$ cat config.mk
export PLATFORM = sky130hd
export DESIGN_NAME = rf_wb_arbiter_flat
export DESIGN_NICKNAME = d
export VERILOG_FILES = /design/src/rtl/rf_wb_arbiter_if.sv /design/src/rtl/rf_wb_arbiter.sv /design/src/flat_wrapper.sv
export SDC_FILE = /design/constraint.sdc
export NUM_CORES = 1
export LEC_CHECK = 0
export ABC_AREA = 1
export CAP_MARGIN = 25
export CORE_ASPECT_RATIO = 1.25
export CORE_MARGIN = 1.5
export CORE_UTILIZATION = 50
export DETAILED_ROUTE_END_ITERATION = 8
export HOLD_SLACK_MARGIN = 0.05
export MAX_ROUTING_LAYER = met4
export PLACE_DENSITY = 0.8
export SLEW_MARGIN = 20
export SYNTH_ARGS = -nofsm -noshare
export SYNTH_HDL_FRONTEND = slang
export SYNTH_SLANG_ARGS = --single-unit
$ cat constraint.sdc
create_clock -name clk_i -period 2.28 [get_ports clk_i]
set_input_delay 0.57 -clock clk_i [delete_from_list [all_inputs] [get_ports clk_i]]
set_output_delay 0.57 -clock clk_i [all_outputs]
set_load 0.02 [all_outputs]
$ cat src/rtl/rf_wb_arbiter_if.sv
// Writeback bus shared by the ALU/LSU sources, the register-file write port and the issue-stage hazard queries.
// The arbiter takes the slave modport; the driving side (execute, LSU, issue, bench) takes the master modport.
interface rf_wb_arbiter_if #(
  parameter int DATA_W = 32,
  parameter int ADDR_W = 5
);
  // valid/ready: a source raises valid and holds addr/data stable until it samples ready high
  // at a rising edge. The transfer happens on that edge. ready never depends on valid.
  logic              alu_valid_i;
  logic              alu_ready_o;
  logic [ADDR_W-1:0] alu_addr_i;
  logic [DATA_W-1:0] alu_data_i;
  logic              lsu_valid_i;
  logic              lsu_ready_o;
  logic [ADDR_W-1:0] lsu_addr_i;
  logic [DATA_W-1:0] lsu_data_i;
  logic              rf_we_o;
  logic [ADDR_W-1:0] rf_waddr_o;
  logic [DATA_W-1:0] rf_wdata_o;
  logic              issue_valid_i;
  logic [ADDR_W-1:0] issue_addr_i;
  logic              issue_busy_o;
  logic [ADDR_W-1:0] rs1_addr_i;
  logic [ADDR_W-1:0] rs2_addr_i;
  logic              rs1_busy_o;
  logic              rs2_busy_o;

  modport slave (
    input  alu_valid_i, alu_addr_i, alu_data_i,
    input  lsu_valid_i, lsu_addr_i, lsu_data_i,
    input  issue_valid_i, issue_addr_i, rs1_addr_i, rs2_addr_i,
    output alu_ready_o, lsu_ready_o,
    output rf_we_o, rf_waddr_o, rf_wdata_o,
    output issue_busy_o, rs1_busy_o, rs2_busy_o
  );

  modport master (
    output alu_valid_i, alu_addr_i, alu_data_i,
    output lsu_valid_i, lsu_addr_i, lsu_data_i,
    output issue_valid_i, issue_addr_i, rs1_addr_i, rs2_addr_i,
    input  alu_ready_o, lsu_ready_o,
    input  rf_we_o, rf_waddr_o, rf_wdata_o,
    input  issue_busy_o, rs1_busy_o, rs2_busy_o
  );
endinterface

$ cat src/rtl/rf_wb_arbiter.sv
// Arbitrates the single register-file write port between ALU and LSU writeback, each with a one-entry
// holding buffer, and keeps the per-register pending-write scoreboard used for RAW/WAW detection.
module rf_wb_arbiter #(
  parameter int DATA_W = 32,
  parameter int ADDR_W = 5
) (
  input  logic            clk_i,
  input  logic            rst_ni,
  rf_wb_arbiter_if.slave  bus
);
  localparam int NREG = 2 ** ADDR_W;

  logic              alu_full_q;
  logic [ADDR_W-1:0] alu_addr_q;
  logic [DATA_W-1:0] alu_data_q;
  logic              lsu_full_q;
  logic [ADDR_W-1:0] lsu_addr_q;
  logic [DATA_W-1:0] lsu_data_q;
  logic              prio_q;
  logic [NREG-1:0]   pending_q;
  logic [NREG-1:0]   pending_d;

  logic alu_acc;
  logic lsu_acc;
  logic alu_win;
  logic lsu_win;

  // ready comes from buffer state only, so a drain is seen one cycle later
  assign bus.alu_ready_o = rst_ni & ~alu_full_q;
  assign bus.lsu_ready_o = rst_ni & ~lsu_full_q;

  assign alu_acc = bus.alu_valid_i & bus.alu_ready_o;
  assign lsu_acc = bus.lsu_valid_i & bus.lsu_ready_o;

  // prio_q only matters when both buffers are full (0 = ALU preferred)
  assign alu_win = alu_full_q & (~lsu_full_q | ~prio_q);
  assign lsu_win = lsu_full_q & ~alu_win;

  assign bus.rf_we_o = rst_ni & (alu_win | lsu_win);

  always_comb begin
    bus.rf_waddr_o = '0;
    bus.rf_wdata_o = '0;
    if (rst_ni && alu_win) begin
      bus.rf_waddr_o = alu_addr_q;
      bus.rf_wdata_o = alu_data_q;
    end else if (rst_ni && lsu_win) begin
      bus.rf_waddr_o = lsu_addr_q;
      bus.rf_wdata_o = lsu_data_q;
    end
  end

  always_ff @(posedge clk_i or negedge rst_ni) begin
    if (!rst_ni) begin
      alu_full_q <= 1'b0;
      alu_addr_q <= '0;
      alu_data_q <= '0;
      lsu_full_q <= 1'b0;
      lsu_addr_q <= '0;
      lsu_data_q <= '0;
      prio_q     <= 1'b0;
    end else begin
      // accept and drain never coincide on one buffer: accept needs it empty, drain needs it full
      if (alu_win) alu_full_q <= 1'b0;
      if (lsu_win) lsu_full_q <= 1'b0;
      if (alu_acc && (bus.alu_addr_i != '0)) begin
        alu_full_q <= 1'b1;
        alu_addr_q <= bus.alu_addr_i;
        alu_data_q <= bus.alu_data_i;
      end
      if (lsu_acc && (bus.lsu_addr_i != '0)) begin
        lsu_full_q <= 1'b1;
        lsu_addr_q <= bus.lsu_addr_i;
        lsu_data_q <= bus.lsu_data_i;
      end
      if (alu_full_q && lsu_full_q) prio_q <= ~prio_q;
    end
  end

  // an issue to the register being committed in the same cycle keeps it pending
  always_comb begin
    pending_d = pending_q;
    if (bus.rf_we_o) pending_d[bus.rf_waddr_o] = 1'b0;
    if (bus.issue_valid_i && (bus.issue_addr_i != '0)) pending_d[bus.issue_addr_i] = 1'b1;
    pending_d[0] = 1'b0;
  end

  always_ff @(posedge clk_i or negedge rst_ni) begin
    if (!rst_ni) pending_q <= '0;
    else         pending_q <= pending_d;
  end

  assign bus.issue_busy_o = rst_ni & pending_q[bus.issue_addr_i];
  assign bus.rs1_busy_o   = rst_ni & pending_q[bus.rs1_addr_i];
  assign bus.rs2_busy_o   = rst_ni & pending_q[bus.rs2_addr_i];
endmodule

$ cat src/flat_wrapper.sv
// flat-port wrapper written by rule: the top's interface ports become plain ports
module rf_wb_arbiter_flat 
#(
  parameter int DATA_W = 32,
  parameter int ADDR_W = 5
)
  (clk_i, rst_ni, bus_alu_valid_i, bus_alu_addr_i, bus_alu_data_i, bus_lsu_valid_i, bus_lsu_addr_i, bus_lsu_data_i, bus_issue_valid_i, bus_issue_addr_i, bus_rs1_addr_i, bus_rs2_addr_i, bus_alu_ready_o, bus_lsu_ready_o, bus_rf_we_o, bus_rf_waddr_o, bus_rf_wdata_o, bus_issue_busy_o, bus_rs1_busy_o, bus_rs2_busy_o);
  rf_wb_arbiter_if #(.DATA_W(DATA_W), .ADDR_W(ADDR_W)) bus_i ();
  input  logic clk_i;
  input  logic rst_ni;
  input wire logic [$bits(bus_i.alu_valid_i)-1:0] bus_alu_valid_i;
  input wire logic [$bits(bus_i.alu_addr_i)-1:0] bus_alu_addr_i;
  input wire logic [$bits(bus_i.alu_data_i)-1:0] bus_alu_data_i;
  input wire logic [$bits(bus_i.lsu_valid_i)-1:0] bus_lsu_valid_i;
  input wire logic [$bits(bus_i.lsu_addr_i)-1:0] bus_lsu_addr_i;
  input wire logic [$bits(bus_i.lsu_data_i)-1:0] bus_lsu_data_i;
  input wire logic [$bits(bus_i.issue_valid_i)-1:0] bus_issue_valid_i;
  input wire logic [$bits(bus_i.issue_addr_i)-1:0] bus_issue_addr_i;
  input wire logic [$bits(bus_i.rs1_addr_i)-1:0] bus_rs1_addr_i;
  input wire logic [$bits(bus_i.rs2_addr_i)-1:0] bus_rs2_addr_i;
  output wire logic [$bits(bus_i.alu_ready_o)-1:0] bus_alu_ready_o;
  output wire logic [$bits(bus_i.lsu_ready_o)-1:0] bus_lsu_ready_o;
  output wire logic [$bits(bus_i.rf_we_o)-1:0] bus_rf_we_o;
  output wire logic [$bits(bus_i.rf_waddr_o)-1:0] bus_rf_waddr_o;
  output wire logic [$bits(bus_i.rf_wdata_o)-1:0] bus_rf_wdata_o;
  output wire logic [$bits(bus_i.issue_busy_o)-1:0] bus_issue_busy_o;
  output wire logic [$bits(bus_i.rs1_busy_o)-1:0] bus_rs1_busy_o;
  output wire logic [$bits(bus_i.rs2_busy_o)-1:0] bus_rs2_busy_o;
  assign bus_i.alu_valid_i = bus_alu_valid_i;
  assign bus_i.alu_addr_i = bus_alu_addr_i;
  assign bus_i.alu_data_i = bus_alu_data_i;
  assign bus_i.lsu_valid_i = bus_lsu_valid_i;
  assign bus_i.lsu_addr_i = bus_lsu_addr_i;
  assign bus_i.lsu_data_i = bus_lsu_data_i;
  assign bus_i.issue_valid_i = bus_issue_valid_i;
  assign bus_i.issue_addr_i = bus_issue_addr_i;
  assign bus_i.rs1_addr_i = bus_rs1_addr_i;
  assign bus_i.rs2_addr_i = bus_rs2_addr_i;
  assign bus_alu_ready_o = bus_i.alu_ready_o;
  assign bus_lsu_ready_o = bus_i.lsu_ready_o;
  assign bus_rf_we_o = bus_i.rf_we_o;
  assign bus_rf_waddr_o = bus_i.rf_waddr_o;
  assign bus_rf_wdata_o = bus_i.rf_wdata_o;
  assign bus_issue_busy_o = bus_i.issue_busy_o;
  assign bus_rs1_busy_o = bus_i.rs1_busy_o;
  assign bus_rs2_busy_o = bus_i.rs2_busy_o;
  rf_wb_arbiter #(.DATA_W(DATA_W), .ADDR_W(ADDR_W)) u_core (.clk_i(clk_i), .rst_ni(rst_ni), .bus(bus_i));
endmodule
==> run_results.csv <==
group,metric,value,unit
run_status,status,"finished, final reports clean",
hold_path,min_path_type,"in2async",
cells_and_area,layout-drive-gt1-share,0.171,
timing,drv_slew,0,
floorplanning,ios,137,
worst_setup_path,cp-end-kind,"output port",
worst_setup_path,cpMostUsedCell,"nand2_1",
clock_network,tritoncts,"yes",
timing,max_freq,0.439,GHz
power,p_total,5.74,mW
clock_network,clockBufferDepth,2,
logic_synthesis,syn_nets,904,
cells_and_area,fin_nets,1086,
cells_and_area,multiInputGateArea,2620,µm²
placed_design,detailed_place_hpwl,13.1,mm
floorplanning,die_w,99.4,µm
worst_setup_path,worstSetupPathType,"in2out",
floorplanning,die_area,12300,µm²
logic_synthesis,synthCells,810,
worst_setup_path,crit_arrival,1.71,ns
logic_synthesis,ys_async_sr_fraction,1.00,
floorplanning,rows,43,
floorplanning,start_util,0.519,
worst_setup_path,cp_slowest_cell,"dlygate4sd2_1",
logic_synthesis,synth_area_leaders,"dfrtp_1, nand2_1, o21ai_0",
logic_synthesis,netlist_area,5810,µm²
logic_synthesis,syn_area_per_cell,7.17,µm²
flow_run,drv_cap,0,
detailed_routing,wirelength,18.7,mm
placed_design,globalplace.congestion,0.989,
worst_setup_path,ff2ff_path_depth,11,
cells_and_area,seqCellArea,2700,µm²
power,p_leak,4.30,nW
timing,setup_viol,0,
worst_setup_path,cp.buffers_inverters,3,
logic_synthesis,synthFlopType,"dfrtp_1",
logic_synthesis,synth.most_common_cell,"nand2_1",
global_route,grt_pass1_vias,5853,
detailed_routing,num_vias,5998,
logic_synthesis,yosysUniqueCellTypes,23,
clock_network,cts_hold_buf,0,
worst_setup_path,critPathRequiredTime,1.71,ns
worst_setup_path,rr_startpoint,"u_core.lsu_full_q",
logic_synthesis,synth_edf_count,0,
clock_network,clock-root-buffer,"clkbuf_16",
global_route,grt_max_degree,75,
logic_synthesis,synth_area_leader_cell,"dfrtp_1",
detailed_routing,viasPerCell,5.30,
logic_synthesis,seq_area_frac_synth,0.465,
clock_network,clkLatencyLatePin,0.35,ns
worst_setup_path,ff2ff_setup_slack,0.35,ns
detailed_routing,top_layer,"met4",
placed_design,port_buffers,136,
clock_network,cts_max_level,3,
logic_synthesis,yosys_warnings,0,
placed_design,placed_cell_area,7730,µm²
detailed_routing,wire_per_inst,16.5,µm
cells_and_area,syn2layout_area_growth,40.6,%
worst_setup_path,path_cells,"dlygate4sd2_1, buf_6, nand2_1, nor2_1, a21oi_1, nand2_1, nand2_1, nand2_1, nor2_2, a21oi_2, buf_4",
cells_and_area,fin_area,8170,µm²
detailed_routing,wl_met2,9.12,mm
worst_setup_path,setup.worst_path.start_class,"primary input",
clock_network,clk_pin_slew_worst_paths,0.07,ns
floorplanning,die_y,124,µm
worst_setup_path,critPathMaxFanout,8,
worst_setup_path,r2r-end,"u_core.pending_q[6]",
detailed_routing,dr_wl_met3,1.33,mm
cells_and_area,fillers,892,
global_route,grt_overflow,0,
clock_network,cts_buffers,9,
global_route,antenna_found_initial,1,
timing,tightest_slew,0.820,ns
timing,fin_crit_sh,0.999,
timing,hold_violations,0,
clock_network,clkSinkCount,108,
timing,relSlewSlack,0.453,
floorplanning,core_area,11200,µm²
timing,grt_setup_unrepaired,"yes",
detailed_routing,met1_length,7.59,mm
logic_synthesis,synth-seq-cells,108,
global_route,gr-usage-all-layers,0.323,
worst_setup_path,critPathMaxStageDelay,0.29,ns
worst_setup_path,crit_family,"buffers and inverters",
power,power_density,702,nW/µm²
timing,fin_skew,0.00721,ns
detailed_routing,drc,0,
global_route,grt_pass1_wl,29.3,mm
logic_synthesis,ys_top_cells_by_count,"nand2_1, inv_1, dfrtp_1, o21ai_0, nand3_1",
detailed_routing,drtIter0Drc,352,
power,vdd_drop_max,0.538,mV
detailed_routing,dr.pass1.iters,5,
timing,period_minus_slack,2.28,ns
logic_synthesis,synth_top_cell_area_share,0.465,
detailed_routing,drtAntennaViolNets,0,
## kinds of logic (layout without fill, tap and decap cells)
group / after synthesis / in the layout / share of synthesized area
buf+inv: 162 / 348 / 0.106
simple gates: 385 / 385 / 0.269
other cells: 0 / 1 / 0
flops: 108 / 108 / 0.465
xor+xnor: 1 / 1 / 0.00151
compound gates: 154 / 154 / 0.158
## per-layer routing
layer / global-route usage / vias to the layer above
met1: 0.398 / 2753
met3: 0.0780 / 47
met4: 0.118 / 0
met5: - / -
met2: 0.522 / 262
li1: - / 2936
## per-stage QoR
step	TNS [ns]	std cells	util	hold slack, ns	setup WS [ns]
finish	0	1132	0.730	0.198	0.00124
global route	-0.133	1132	0.730	0.190	-0.0694
CTS	-0.104	1127	0.731	0.186	-0.104
detailed placement	-11.95	1106	0.691	0.459	-0.799
global placement	-11.70	1106	0.691	0.455	-0.820
floorplan	0	810	-	0.274	0.0467
## where the power goes
part / switching (mW) / internal [mW]
clock network: 0.683 / 0.847
logic: 0.909 / 0.697
registers: 0.306 / 2.29
total: 1.90 / 3.84
## cell usage in the layout (no fill, tap or decap), types with 8 or more instances in the layout
cell             netlist  routed
nand2_1              279     276
buf_6                  0      10
buf_2                  5      16
nor2_1                23      21
clkdlybuf4s50_1        0      81
a22o_1                32      32
inv_2                  4      12
inv_1                122     113
clkbuf_2               0      12
buf_12                 0       8
o21ai_0               94      88
dfrtp_1              108     107
nor3_4                 0       8
o21ai_1               14      19
buf_4                  0      66
nand3_1               64      63
clkbuf_16              0      10
## cell type report
type	count	area share
diodes	1	0.000306
clock buffers	11	0.0285
clock inverters	4	0.00628
inverters	127	0.0586
multi-input cells	540	0.320
flip-flops and latches	108	0.331
well taps	135	0.0207
repair buffers	206	0.235
## worst max path at each step
| stage | from | end | slack (ns) | cells after the start |
|---|---|---|---|---|
| 2_1_floorplan | bus_rs1_addr_i[0] | bus_rs1_busy_o | 0.05 | 8 |
| 3_3_place_gp | bus_issue_addr_i[2] | bus_issue_busy_o | -0.82 | 8 |
| 3_5_place_dp | bus_issue_addr_i[2] | bus_issue_busy_o | -0.80 | 8 |
| 4_1_cts | bus_issue_addr_i[3] | bus_issue_busy_o | -0.10 | 8 |
| 5_1_grt | bus_issue_addr_i[0] | bus_issue_busy_o | -0.07 | 10 |
| 6_report | bus_issue_addr_i[1] | bus_issue_busy_o | 0.001 | 11 |
## what timing repair did
item	in CTS	in global routing
setup buffers	2	3
pin swaps	11	5
gates resized for setup	170	90
gates cloned	4	1
endpoints found under the setup margin	43	32
## registers in the layout (all words and copies together), names as in the netlist
register,count
u_core.prio_q,1
u_core.alu_addr_q,5
u_core.lsu_full_q,1
u_core.alu_data_q,32
u_core.lsu_addr_q,5
u_core.pending_q,31
u_core.alu_full_q,1
u_core.lsu_data_q,32
No activity file was read; power rests on OpenSTA's default activity.
